==> config.mk <==
export PLATFORM = sky130hd
export DESIGN_NAME = rr_request_driver
export DESIGN_NICKNAME = d
export VERILOG_FILES = /design/src/rtl/rr_request_driver.sv
export SDC_FILE = /design/constraint.sdc
export NUM_CORES = 1
export LEC_CHECK = 0
export BUFFER_PORTS_ARGS = -buffer_cell sky130_fd_sc_hd__buf_2
export CAP_MARGIN = 30
export CORE_ASPECT_RATIO = 0.7
export CORE_UTILIZATION = 57
export CTS_CLUSTER_SIZE = 20
export DETAILED_ROUTE_END_ITERATION = 8
export PLACE_DENSITY = 0.79
export SYNTH_ARGS = -nofsm -noshare
export SYNTH_HDL_FRONTEND = slang
export SYNTH_SLANG_ARGS = --single-unit
==> constraint.sdc <==
create_clock -name clock -period 7.4 [get_ports clock]
set_input_delay 1.48 -clock clock [delete_from_list [all_inputs] [get_ports clock]]
set_output_delay 1.48 -clock clock [all_outputs]
set_load 0.1 [all_outputs]
==> src/rtl/rr_request_driver.sv <==
// rr_request_driver: per-client pending-job counters feeding an rr_arbiter.
// Drives request from the counters and retires jobs on accepted one-hot grants.
// Flags illegal grants, counter overflow and round-robin starvation as sticky errors.
module rr_request_driver #(
    parameter int unsigned CLIENTS = 32,
    parameter int unsigned CNT_W   = 4
) (
    input  logic                              clock,
    input  logic                              reset,
    input  logic [CLIENTS-1:0]                push,
    output logic [CLIENTS-1:0]                push_ready,
    output logic [CLIENTS-1:0]                request,
    input  logic [CLIENTS-1:0]                grant,
    input  logic                              stall,
    output logic [CLIENTS-1:0]                served,
    output logic [CNT_W+$clog2(CLIENTS)-1:0]  pending_total,
    output logic                              err_onehot,
    output logic                              err_unreq,
    output logic                              err_overflow,
    output logic                              err_starve
);

    localparam int unsigned PT_W  = CNT_W + $clog2(CLIENTS);
    localparam int unsigned AGE_W = $clog2(CLIENTS) + 1;
    localparam logic [CNT_W-1:0] CNT_MAX   = '1;
    localparam logic [AGE_W-1:0] AGE_LIMIT = AGE_W'(CLIENTS);

    logic [CNT_W-1:0]   count_q [CLIENTS];
    logic [CNT_W-1:0]   count_d [CLIENTS];
    logic [AGE_W-1:0]   age_q   [CLIENTS];
    logic [AGE_W-1:0]   age_d   [CLIENTS];
    logic [CLIENTS-1:0] served_q, served_d;
    logic               err_onehot_q, err_onehot_d;
    logic               err_unreq_q, err_unreq_d;
    logic               err_overflow_q, err_overflow_d;
    logic               err_starve_q, err_starve_d;

    logic               acc;
    logic               grant_onehot;
    logic [CLIENTS-1:0] retire;
    logic [CLIENTS-1:0] inc;

    // Outputs derived purely from registered state
    always_comb begin
        pending_total = '0;
        for (int unsigned i = 0; i < CLIENTS; i++) begin
            request[i]    = (count_q[i] != '0);
            push_ready[i] = (count_q[i] != CNT_MAX);
            pending_total = pending_total + PT_W'(count_q[i]);
        end
        served       = served_q;
        err_onehot   = err_onehot_q;
        err_unreq    = err_unreq_q;
        err_overflow = err_overflow_q;
        err_starve   = err_starve_q;
    end

    // Grant qualification, counter/age next state and sticky error updates
    always_comb begin
        acc          = !stall && (grant != '0);
        grant_onehot = ((grant & (grant - 1'b1)) == '0);
        retire       = '0;
        inc          = '0;
        served_d     = '0;
        err_onehot_d   = err_onehot_q   || (acc && !grant_onehot);
        err_unreq_d    = err_unreq_q    || (acc && ((grant & ~request) != '0));
        err_overflow_d = err_overflow_q || ((push & ~push_ready) != '0);
        err_starve_d   = err_starve_q;
        for (int unsigned i = 0; i < CLIENTS; i++) begin
            retire[i]   = acc && grant_onehot && grant[i] && request[i];
            inc[i]      = push[i] && push_ready[i];
            served_d[i] = retire[i];
            count_d[i]  = count_q[i];
            if (inc[i] && !retire[i])
                count_d[i] = count_q[i] + 1'b1;
            else if (retire[i] && !inc[i])
                count_d[i] = count_q[i] - 1'b1;
            // Only one-hot accepted grants consume an arbitration slot for ageing;
            // a retire or an emptied counter restarts the wait.
            age_d[i] = age_q[i];
            if (retire[i] || (count_d[i] == '0))
                age_d[i] = '0;
            else if (acc && grant_onehot && request[i] && !grant[i] && (age_q[i] != AGE_LIMIT))
                age_d[i] = age_q[i] + 1'b1;
            if (age_d[i] == AGE_LIMIT)
                err_starve_d = 1'b1;
        end
    end

    // State registers with synchronous active-high reset
    always_ff @(posedge clock) begin
        if (reset) begin
            for (int unsigned i = 0; i < CLIENTS; i++) begin
                count_q[i] <= '0;
                age_q[i]   <= '0;
            end
            served_q       <= '0;
            err_onehot_q   <= 1'b0;
            err_unreq_q    <= 1'b0;
            err_overflow_q <= 1'b0;
            err_starve_q   <= 1'b0;
        end else begin
            for (int unsigned i = 0; i < CLIENTS; i++) begin
                count_q[i] <= count_d[i];
                age_q[i]   <= age_d[i];
            end
            served_q       <= served_d;
            err_onehot_q   <= err_onehot_d;
            err_unreq_q    <= err_unreq_d;
            err_overflow_q <= err_overflow_d;
            err_starve_q   <= err_starve_d;
        end
    end

endmodule

# Word-level counts from Yosys, hierarchy flattened
# Memories as Yosys holds them, arrays and structs flattened.
# Cells that the tools add are included.
# Widths: inputs -> output; s select.
totals:
  regBits: 36
  latchBits: 0
  ramBits: 320
  romBits: 0
  in_bits: 67
  out_inout_bits: 109
  wordCells: 989
  memories: 2
mem_list:
  columns: ["memory", "words", "word_bits", "rd", "rd_ports_with_merged_regs", "wr", "line", "source"]
  rows:
  - ["age_q", 32, 6, 32, 0, 32, "30", "logic [AGE_W-1:0] age_q [CLIENTS];"]
  - ["count_q", 32, 4, 32, 0, 32, "28", "logic [CNT_W-1:0] count_q [CLIENTS];"]
op_classes:
  addsub: 128
  multipliers: 0
  div_mod_pow: 0
  n_lt_le_gt_ge: 0
  eq_ne: 96
  shifts: 0
  muxes: 227
  bitwise_logic: 69
  reduce_logical: 462
ops:
  columns: ["op", "count"]
  rows:
  - ["$mux 6", 96]
  - ["$mux 4", 96]
  - ["$logic_and 1x1->1", 260]
  - ["$add 9x4->9", 26]
  - ["$add 6x1->6 const B", 32]
  - ["$eq 6x6->1 const B", 32]
  - ["$ne 6x6->1 const B", 32]
  - ["$add 4x1->4 const B", 32]
  - ["$logic_not 4->1", 32]
  - ["$ne 4x4->1 const B", 32]
  - ["$reduce_bool 32->1", 4]
  - ["$reduce_bool 4->1", 32]
  - ["$sub 4x1->4 const B", 32]
  - ["$logic_not 1->1", 98]
  - ["$and 32x32->32", 3]
  - ["$not 32->32", 2]
  - ["$or 1x1->1", 64]
  - ["$logic_or 1x1->1", 35]
  - ["$mux 1", 35]
  - ["$logic_not 32->1", 1]
  - ["$sub 32x1->32 const B", 1]
  - ["$add 8x4->9", 1]
  - ["$add 7x4->8", 1]
  - ["$add 6x4->7", 1]
  - ["2 further kinds", 2]

# Logic depth before layout (Yosys ltp)
# Gate-level depths: netlist of the first run.
depth:
  depth_word: 45
  depth_mapped: 26
  ltp_nobuf: 25

# Worst setup path after synthesis of the first run
# OpenSTA, ideal clock, no wires.
synth_path:
  path_kind: "register to output"
  from: "memory count_q[6][2], in the netlist count_q[0][26]"
  to: "output pending_total[8]"
  arrival_time_ns: 7.356
  required_time_ns: 5.920
  slack_ns: -1.436
  path_stages_with_launch: 25
  path_buffers: 1
  path_cell_list: "dfxtp_1 > clkbuf_1 > inv_1 > fa_1 > inv_1 > fa_1 > fa_1 > inv_1 > fa_1 > inv_1 > fa_1 > fa_1 > fa_1 > inv_1 > fa_1 > inv_1 > ha_1 > inv_1 > fa_1 > inv_1 > a21o_1 > a21oi_1 > o21bai_1 > a21oi_1 > xnor2_1"
synth_lines:
  columns: ["element", "line", "source"]
  rows:
  - ["from (decl)", "28", null]
  - ["to (decl)", "16", "output logic [CNT_W+$clog2(CLIENTS)-1:0] pending_total,"]

==> flow_summary_export.csv, run 1 <==
group,metric,value,unit
final_layout,most_common_cell_after_layout_fill_and_taps_aside,"sky130_fd_sc_hd__nor2_1",
global_route,groute.usage.overall,34.3,%
cts,worst_setup_hold_path_clk_slew,60,ps
timing,setup_tns,-2920,ps
critical_path,reg2reg_slack,3320,ps
die,row_count,66,
route,detail_route.drc_violations,0,
logic_synthesis,syn-cell-area,27500,sq um
logic_synthesis,async_reset_ff_share,0,%
worst_hold_path,min_path_cells,2,
place,buffer_ports.inserted,175,
timing,finalClockSkew,16.8,ps
worst_hold_path,min_delay_worst_endpoint,"age_q[1][25]$_SDFF_PP0_",
logic_synthesis,post-synth-top-area-fraction,25.9,%
logic_synthesis,number_of_enable_type_register_cells_in_the_synthesized_netlist,0,
timing,tightest_slew,1090,ps
route,route.vias.total,26200,
logic_synthesis,predominant_post_synthesis_flop_cell,"sky130_fd_sc_hd__dfxtp_1",
logic_synthesis,synth-warning-count,0,
cts,cts.sink_count,356,
logic_synthesis,synth.top_cells.by_area,"sky130_fd_sc_hd__dfxtp_1, sky130_fd_sc_hd__fa_1, sky130_fd_sc_hd__ha_1, sky130_fd_sc_hd__xnor2_1, sky130_fd_sc_hd__nor2_1",
timing,timing.final.crit_period,8070,ps
die,floorplan.die_area,49200,sq um
critical_path,critical_path_class,"flop to primary output",
critical_path,critical_path.endpoint_type,"primary output",
die,initial_core_util,58.5,%
critical_path,cp_cell_sequence,"inv_2, fa_1, inv_2, fa_1, inv_2, fa_2, inv_2, fa_1, fa_1, fa_1, fa_1, inv_1, fa_1, inv_1, ha_2, inv_2, fa_2, inv_1, a21o_1, a21oi_4, o21bai_1, a21oi_2, xnor2_4, buf_12",
logic_synthesis,synth_cells,3454,
critical_path,critical_path.reg2reg.startpoint,"count_q[0][24]$_SDFF_PP0_",
logic_synthesis,synth-seq-area-share,25.9,%
route,ant_nets,0,
timing,timing.max_slew.rel_slack,26.3,%
die,ios,176,
cts,worstSkewPairLatency,550,ps
die,die_w,265,um
timing,grt_setup_unrepaired,"yes",
critical_path,path_buf_inv,9,
critical_path,critical_path_peak_fanout,2,
cts,cts_buffers,40,
timing,drv_slew,0,
global_route,overflow,0,
logic_synthesis,postSynthNetCount,3796,
logic_synthesis,synth.distinct_cells,85,
final_layout,final_nets,4052,
critical_path,cp_common_cell,"sky130_fd_sc_hd__fa_1",
place,gp_congestion,1.03,
logic_synthesis,synth.ff_latch_count,356,
cts,cts-htree-levels,2,
route,drt-initial-drc-count,3241,
place,hpwlAfterDp,66300,um
critical_path,worst_r2r_path_depth,14,
global_route,largest_net_degree_at_the_start_of_global_routing,116,
cts,clock-root-buffer,"sky130_fd_sc_hd__clkbuf_16",
timing,max_freq,124,MHz
die,core_region_area,47100,sq um
global_route,global_route_wire_length_before_repair,132000,um
die,die_height,186,um
outcome,failing_checks,"setup timing",
timing,timing.final.setup_violations,6,
route,detail_route.wl_per_cell,19.7,um
global_route,grt_pass1_vias,23600,
critical_path,ff_to_ff_end,"err_starve$_SDFFE_PP0P_",
final_layout,most-common-layout-cells,"sky130_fd_sc_hd__nor2_1, sky130_fd_sc_hd__dfxtp_1, sky130_fd_sc_hd__inv_1",
logic_synthesis,yosys.area.top_type,"sky130_fd_sc_hd__dfxtp_1",
critical_path,cp_top_family,"adder cells",
job,cap_violations,0,
final_layout,drive_gt1_share,14.9,%
timing,hold_violations_final,0,
critical_path,cp-start-kind,"flop",
route,drt_wl_total,85700,um
critical_path,crit_slowest_cell,"sky130_fd_sc_hd__fa_1",
global_route,number_of_antenna_violations_at_the_first_check_in_global_routing,13,
critical_path,cpPeakStageDelay,560,ps
critical_path,cp_data_arrival_time,6590,ps
worst_hold_path,worstHoldStart,"age_q[1][25]$_SDFF_PP0_",
route,via_per_inst,6.01,
logic_synthesis,post_synth.cell_area_avg,7.98,sq um
cts,tritoncts_clock_tree,"yes",
final_layout,areaGrowthSynthToFinish,15.2,%
critical_path,critical_path_required,5920,ps
outcome,outcome,"finished with violations",
timing,tcrit_tclk_final,109,%
timing,fin_ws,-674,ps
route,drt_first_pass_iters,7,
worst_hold_path,hold_wc_path_type,"flop to flop",
cts,cts_buffer_depth,3,
cts,postCtsHoldBufs,0,
[stage by stage]
stage          instances  cell area (sq um)  setup slack [ps]  utilization (%)  hold WS, ps
6_report            4360              31700              -674             67.4          493
2_1_floorplan       3454              27700              -401                -          457
3_5_place_dp        4274              30200              -277             64.3          483
3_3_place_gp        4274              30200              -213             64.3          486
5_1_grt             4357              31700              -873             67.4          523
4_1_cts             4345              31700              -651             67.3          492
[worst reg2reg max path, cell delays in order, from the launching register on]
cell,delay (ps)
sky130_fd_sc_hd__dfxtp_1,330
sky130_fd_sc_hd__inv_1,70
sky130_fd_sc_hd__buf_4,160
sky130_fd_sc_hd__ha_1,250
sky130_fd_sc_hd__and2_1,250
sky130_fd_sc_hd__inv_1,180
sky130_fd_sc_hd__nand2_1,170
sky130_fd_sc_hd__nor4_4,500
sky130_fd_sc_hd__mux2i_1,280
sky130_fd_sc_hd__xor2_1,110
sky130_fd_sc_hd__nor4_1,380
sky130_fd_sc_hd__nor3_1,180
sky130_fd_sc_hd__a211oi_1,520
sky130_fd_sc_hd__and4_1,430
sky130_fd_sc_hd__a31oi_1,110
[cell families after synthesis]
group | synth area share [%]
compound gates | 11.2
xor+xnor | 11.0
fa+ha+maj | 16.6
buf+inv | 6.86
flops | 25.9
mux | 1.85
simple gates | 26.7
[flip-flops by register name, summed over array words and instances, names as in the netlist]
register      count
served           32
err_starve        1
err_onehot        1
err_overflow      1
count_q         128
age_q           192
err_unreq         1
[area by class of cell]
class	count	area [sq um]
multi-input cells	2606	18700
fillers	3878	15300
flip-flops and latches	356	7140
repair buffers	376	2530
inverters	330	1240
clock buffers	60	1220
well taps	612	766
clock inverters	9	124
diodes	11	27.5
[metal layers]
layer / track usage [%] / routed length [um]
met2: 50.6 / 35600
met5: 0 / 9
met1: 47.9 / 36900
met4: 13.1 / 3000
met3: 8.77 / 10200
[synth_stat cells (12+ instances only)]
cell type and instances:
sky130_fd_sc_hd__nor2_1 451, sky130_fd_sc_hd__dfxtp_1 356, sky130_fd_sc_hd__inv_1 330, sky130_fd_sc_hd__nand2_1 236, sky130_fd_sc_hd__xnor2_1 199, sky130_fd_sc_hd__nand3_1 156, sky130_fd_sc_hd__ha_1 152, sky130_fd_sc_hd__xor2_1 144
sky130_fd_sc_hd__clkbuf_1 138, sky130_fd_sc_hd__fa_1 123, sky130_fd_sc_hd__o21ai_0 118, sky130_fd_sc_hd__a21oi_1 115, sky130_fd_sc_hd__nor3_1 112, sky130_fd_sc_hd__nand4_1 101, sky130_fd_sc_hd__and2_1 52, sky130_fd_sc_hd__and3_1 52
sky130_fd_sc_hd__nor4_1 49, sky130_fd_sc_hd__a31oi_1 47, sky130_fd_sc_hd__mux2i_1 43, sky130_fd_sc_hd__or3_1 32, sky130_fd_sc_hd__a211oi_1 31, sky130_fd_sc_hd__nand2b_1 29, sky130_fd_sc_hd__or2_2 26, sky130_fd_sc_hd__nor2b_1 22
sky130_fd_sc_hd__maj3_1 20, sky130_fd_sc_hd__a311oi_1 19, sky130_fd_sc_hd__nor4b_1 19, sky130_fd_sc_hd__or4_1 19, sky130_fd_sc_hd__a221oi_1 18, sky130_fd_sc_hd__nor3b_1 18, sky130_fd_sc_hd__o22ai_1 16, sky130_fd_sc_hd__nand3b_1 15
sky130_fd_sc_hd__nor4_2 12
[worst max path at each step]
stage	start	end	slack, ps	cells after the start
after floorplan	count_q[0][30]$_SDFF_PP0_	pending_total[8]	-400	24
after global placement	count_q[0][30]$_SDFF_PP0_	pending_total[8]	-210	24
after detailed placement	count_q[0][30]$_SDFF_PP0_	pending_total[8]	-280	24
after CTS	count_q[0][30]$_SDFF_PP0_	pending_total[8]	-650	24
after global routing	count_q[0][33]$_SDFF_PP0_	pending_total[8]	-870	26
final	count_q[0][33]$_SDFF_PP0_	pending_total[8]	-670	24
[what timing repair did]
action / 4_1_cts / 5_1_grt
pin swaps: 30 / 11
buffers inserted: 2 / 3
endpoints found under the setup margin: 6 / 6
resized for setup: 27 / 4
Power of run 1 is left out: the tool's default activity adds up to more than one toggle a clock period on the data nets, which glitch-free logic cannot reach.
==> run 2: changes to the inputs <==
Settings changed: HOLD_SLACK_MARGIN set to 0.1, SETUP_SLACK_MARGIN set to 0.5.
==> flow_summary_export.csv, run 2 (synthesized netlist as in run 1, its figures left out) <==
group,metric,value,unit
outcome,outcome,"finished with violations",
outcome,failing_checks,"setup timing",
global_route,number_of_antenna_violations_at_the_first_check_in_global_routing,10,
die,ios,176,
place,gp_congestion,1.04,
timing,tightest_slew,1040,ps
critical_path,cp-start-kind,"flop",
critical_path,worst_setup_path_startpoint,"count_q[0][30]$_SDFF_PP0_",
timing,max_freq,123,MHz
critical_path,critical_path.endpoint_type,"primary output",
final_layout,largest_reg_flops,192,
die,initial_core_util,58.5,%
global_route,grt_pass1_vias,23600,
critical_path,worst_r2r_path_depth,14,
cts,worstSkewPairLatency,560,ps
critical_path,critical_path_required,5920,ps
timing,hold_violations_final,0,
route,via_per_inst,6.03,
final_layout,post-route-cell-area,31700,sq um
timing,grt_setup_unrepaired,"yes",
cts,clock-root-buffer,"sky130_fd_sc_hd__clkbuf_16",
critical_path,capture_point_of_the_critical_path,"pending_total[8]",
timing,timing.max_slew.rel_slack,29.5,%
place,detailed_place.area,30200,sq um
job,cap_violations,0,
final_layout,largest_register,"age_q",
timing,tcrit_tclk_final,110,%
global_route,groute.usage.overall,34.7,%
timing,finalClockSkew,15.2,ps
route,route.vias.total,26300,
timing,setup_tns,-3330,ps
critical_path,ff_to_ff_end,"err_starve$_SDFFE_PP0P_",
place,buffer_ports.inserted,175,
global_route,overflow,0,
cts,worst_setup_hold_path_clk_slew,70,ps
timing,fin_ws,-760,ps
cts,postCtsHoldBufs,0,
final_layout,areaGrowthSynthToFinish,15.2,%
die,row_count,66,
cts,cts_buffer_depth,3,
final_layout,most-common-layout-cells,"sky130_fd_sc_hd__nor2_1, sky130_fd_sc_hd__dfxtp_1, sky130_fd_sc_hd__inv_1",
global_route,global_route_wire_length_before_repair,133000,um
die,core_region_area,47100,sq um
die,die_w,265,um
place,hpwlAfterDp,66400,um
cts,cts_buffers,40,
critical_path,cp_data_arrival_time,6680,ps
final_layout,drive_gt1_share,15.2,%
final_layout,most_common_cell_after_layout_fill_and_taps_aside,"sky130_fd_sc_hd__nor2_1",
critical_path,critical_path_peak_fanout,2,
final_layout,final_nets,4049,
route,drt_first_pass_iters,8,
route,drt_wl_total,86500,um
route,detail_route.wl_per_cell,19.9,um
route,detail_route.drc_violations,0,
critical_path,critical_path_class,"flop to primary output",
timing,timing.final.setup_violations,6,
die,die_height,186,um
critical_path,critical_path.reg2reg.startpoint,"count_q[0][24]$_SDFF_PP0_",
timing,drv_slew,0,
route,ant_nets,0,
critical_path,reg2reg_slack,3170,ps
cts,cts.sink_count,356,
global_route,largest_net_degree_at_the_start_of_global_routing,85,
timing,timing.final.crit_period,8160,ps
route,drt-initial-drc-count,3256,
cts,cts-htree-levels,2,
cts,tritoncts_clock_tree,"yes",
worst_hold_path,hold_wc_path_type,"flop to flop",
die,floorplan.die_area,49200,sq um
-- run 2: cell count changes in the layout (fill, tap and decap cells not counted), moves of 3 or more --
cell	before	now
sky130_fd_sc_hd__fa_1	113	110
sky130_fd_sc_hd__buf_4	196	193
sky130_fd_sc_hd__inv_1	316	310
sky130_fd_sc_hd__clkbuf_8	12	8
sky130_fd_sc_hd__diode_2	11	7
sky130_fd_sc_hd__dfxtp_2	7	10
sky130_fd_sc_hd__fa_2	10	13
sky130_fd_sc_hd__dfxtp_1	349	346
sky130_fd_sc_hd__clkinv_2	5	11
sky130_fd_sc_hd__inv_2	13	18
-- run 2: routing by layer --
metal / wire, um / track usage, %
met1: 36800 / 48.3
met2: 35700 / 50.7
met3: 10400 / 9.50
met4: 3620 / 14.3
met5: 31 / 0
-- run 2: worst min-delay path by stage --
| stage | startpoint | to | slack, ps | cells after the start |
|---|---|---|---|---|
| final | age_q[0][25]$_SDFF_PP0_ | age_q[0][25]$_SDFF_PP0_ | 510 | 2 |
| after global routing | age_q[0][55]$_SDFF_PP0_ | age_q[0][55]$_SDFF_PP0_ | 540 | 2 |
| after CTS | age_q[1][25]$_SDFF_PP0_ | age_q[1][25]$_SDFF_PP0_ | 510 | 2 |
| after detailed placement | age_q[1][25]$_SDFF_PP0_ | age_q[1][25]$_SDFF_PP0_ | 490 | 2 |
| after global placement | age_q[1][25]$_SDFF_PP0_ | age_q[1][25]$_SDFF_PP0_ | 490 | 2 |
| after floorplan | age_q[1][25]$_SDFF_PP0_ | age_q[1][25]$_SDFF_PP0_ | 460 | 2 |
-- run 2: repair_timing --
item / 4_1_cts / 5_1_grt
setup endpoints to repair: 8 / 7
endpoints found under the hold margin: 0 / 0
gates resized for setup: 26 / 18
buffers inserted: 3 / 4
pin swaps: 20 / 20
-- run 2: layout make-up --
cell class | count | area (sq um)
multi-input cells | 2606 | 18700
repair buffers | 373 | 2510
flip-flops and latches | 356 | 7140
diodes | 7 | 17.5
clock buffers | 55 | 1160
fillers | 3870 | 15300
clock inverters | 17 | 191
well taps | 612 | 766
inverters | 330 | 1240
-- run 2: critical path, stage by stage (launching register included) --
cell and delay [ps]:
sky130_fd_sc_hd__dfxtp_2 340, sky130_fd_sc_hd__inv_2 40, sky130_fd_sc_hd__fa_1 540, sky130_fd_sc_hd__inv_1 60, sky130_fd_sc_hd__fa_1 540, sky130_fd_sc_hd__fa_1 530, sky130_fd_sc_hd__inv_1 50, sky130_fd_sc_hd__fa_1 470
sky130_fd_sc_hd__inv_1 60, sky130_fd_sc_hd__fa_1 550, sky130_fd_sc_hd__fa_1 440, sky130_fd_sc_hd__fa_1 490, sky130_fd_sc_hd__inv_1 50, sky130_fd_sc_hd__fa_1 490, sky130_fd_sc_hd__inv_2 50, sky130_fd_sc_hd__ha_4 150
sky130_fd_sc_hd__inv_2 50, sky130_fd_sc_hd__fa_2 210, sky130_fd_sc_hd__inv_2 30, sky130_fd_sc_hd__a21o_1 190, sky130_fd_sc_hd__a21oi_4 130, sky130_fd_sc_hd__o21bai_1 90, sky130_fd_sc_hd__a21oi_2 230, sky130_fd_sc_hd__xnor2_4 150
sky130_fd_sc_hd__buf_12 190
-- run 2: metrics by stage --
| step | setup WS (ps) | hold slack [ps] | util [%] | instances |
|---|---|---|---|---|
| 2_1_floorplan | -401 | 457 | - | 3454 |
| 3_3_place_gp | -215 | 486 | 64.2 | 4269 |
| 3_5_place_dp | -302 | 492 | 64.2 | 4270 |
| 4_1_cts | -791 | 506 | 67.2 | 4345 |
| 5_1_grt | -962 | 537 | 67.4 | 4354 |
| 6_report | -760 | 510 | 67.4 | 4356 |
Power of run 2 is left out for the same reason.
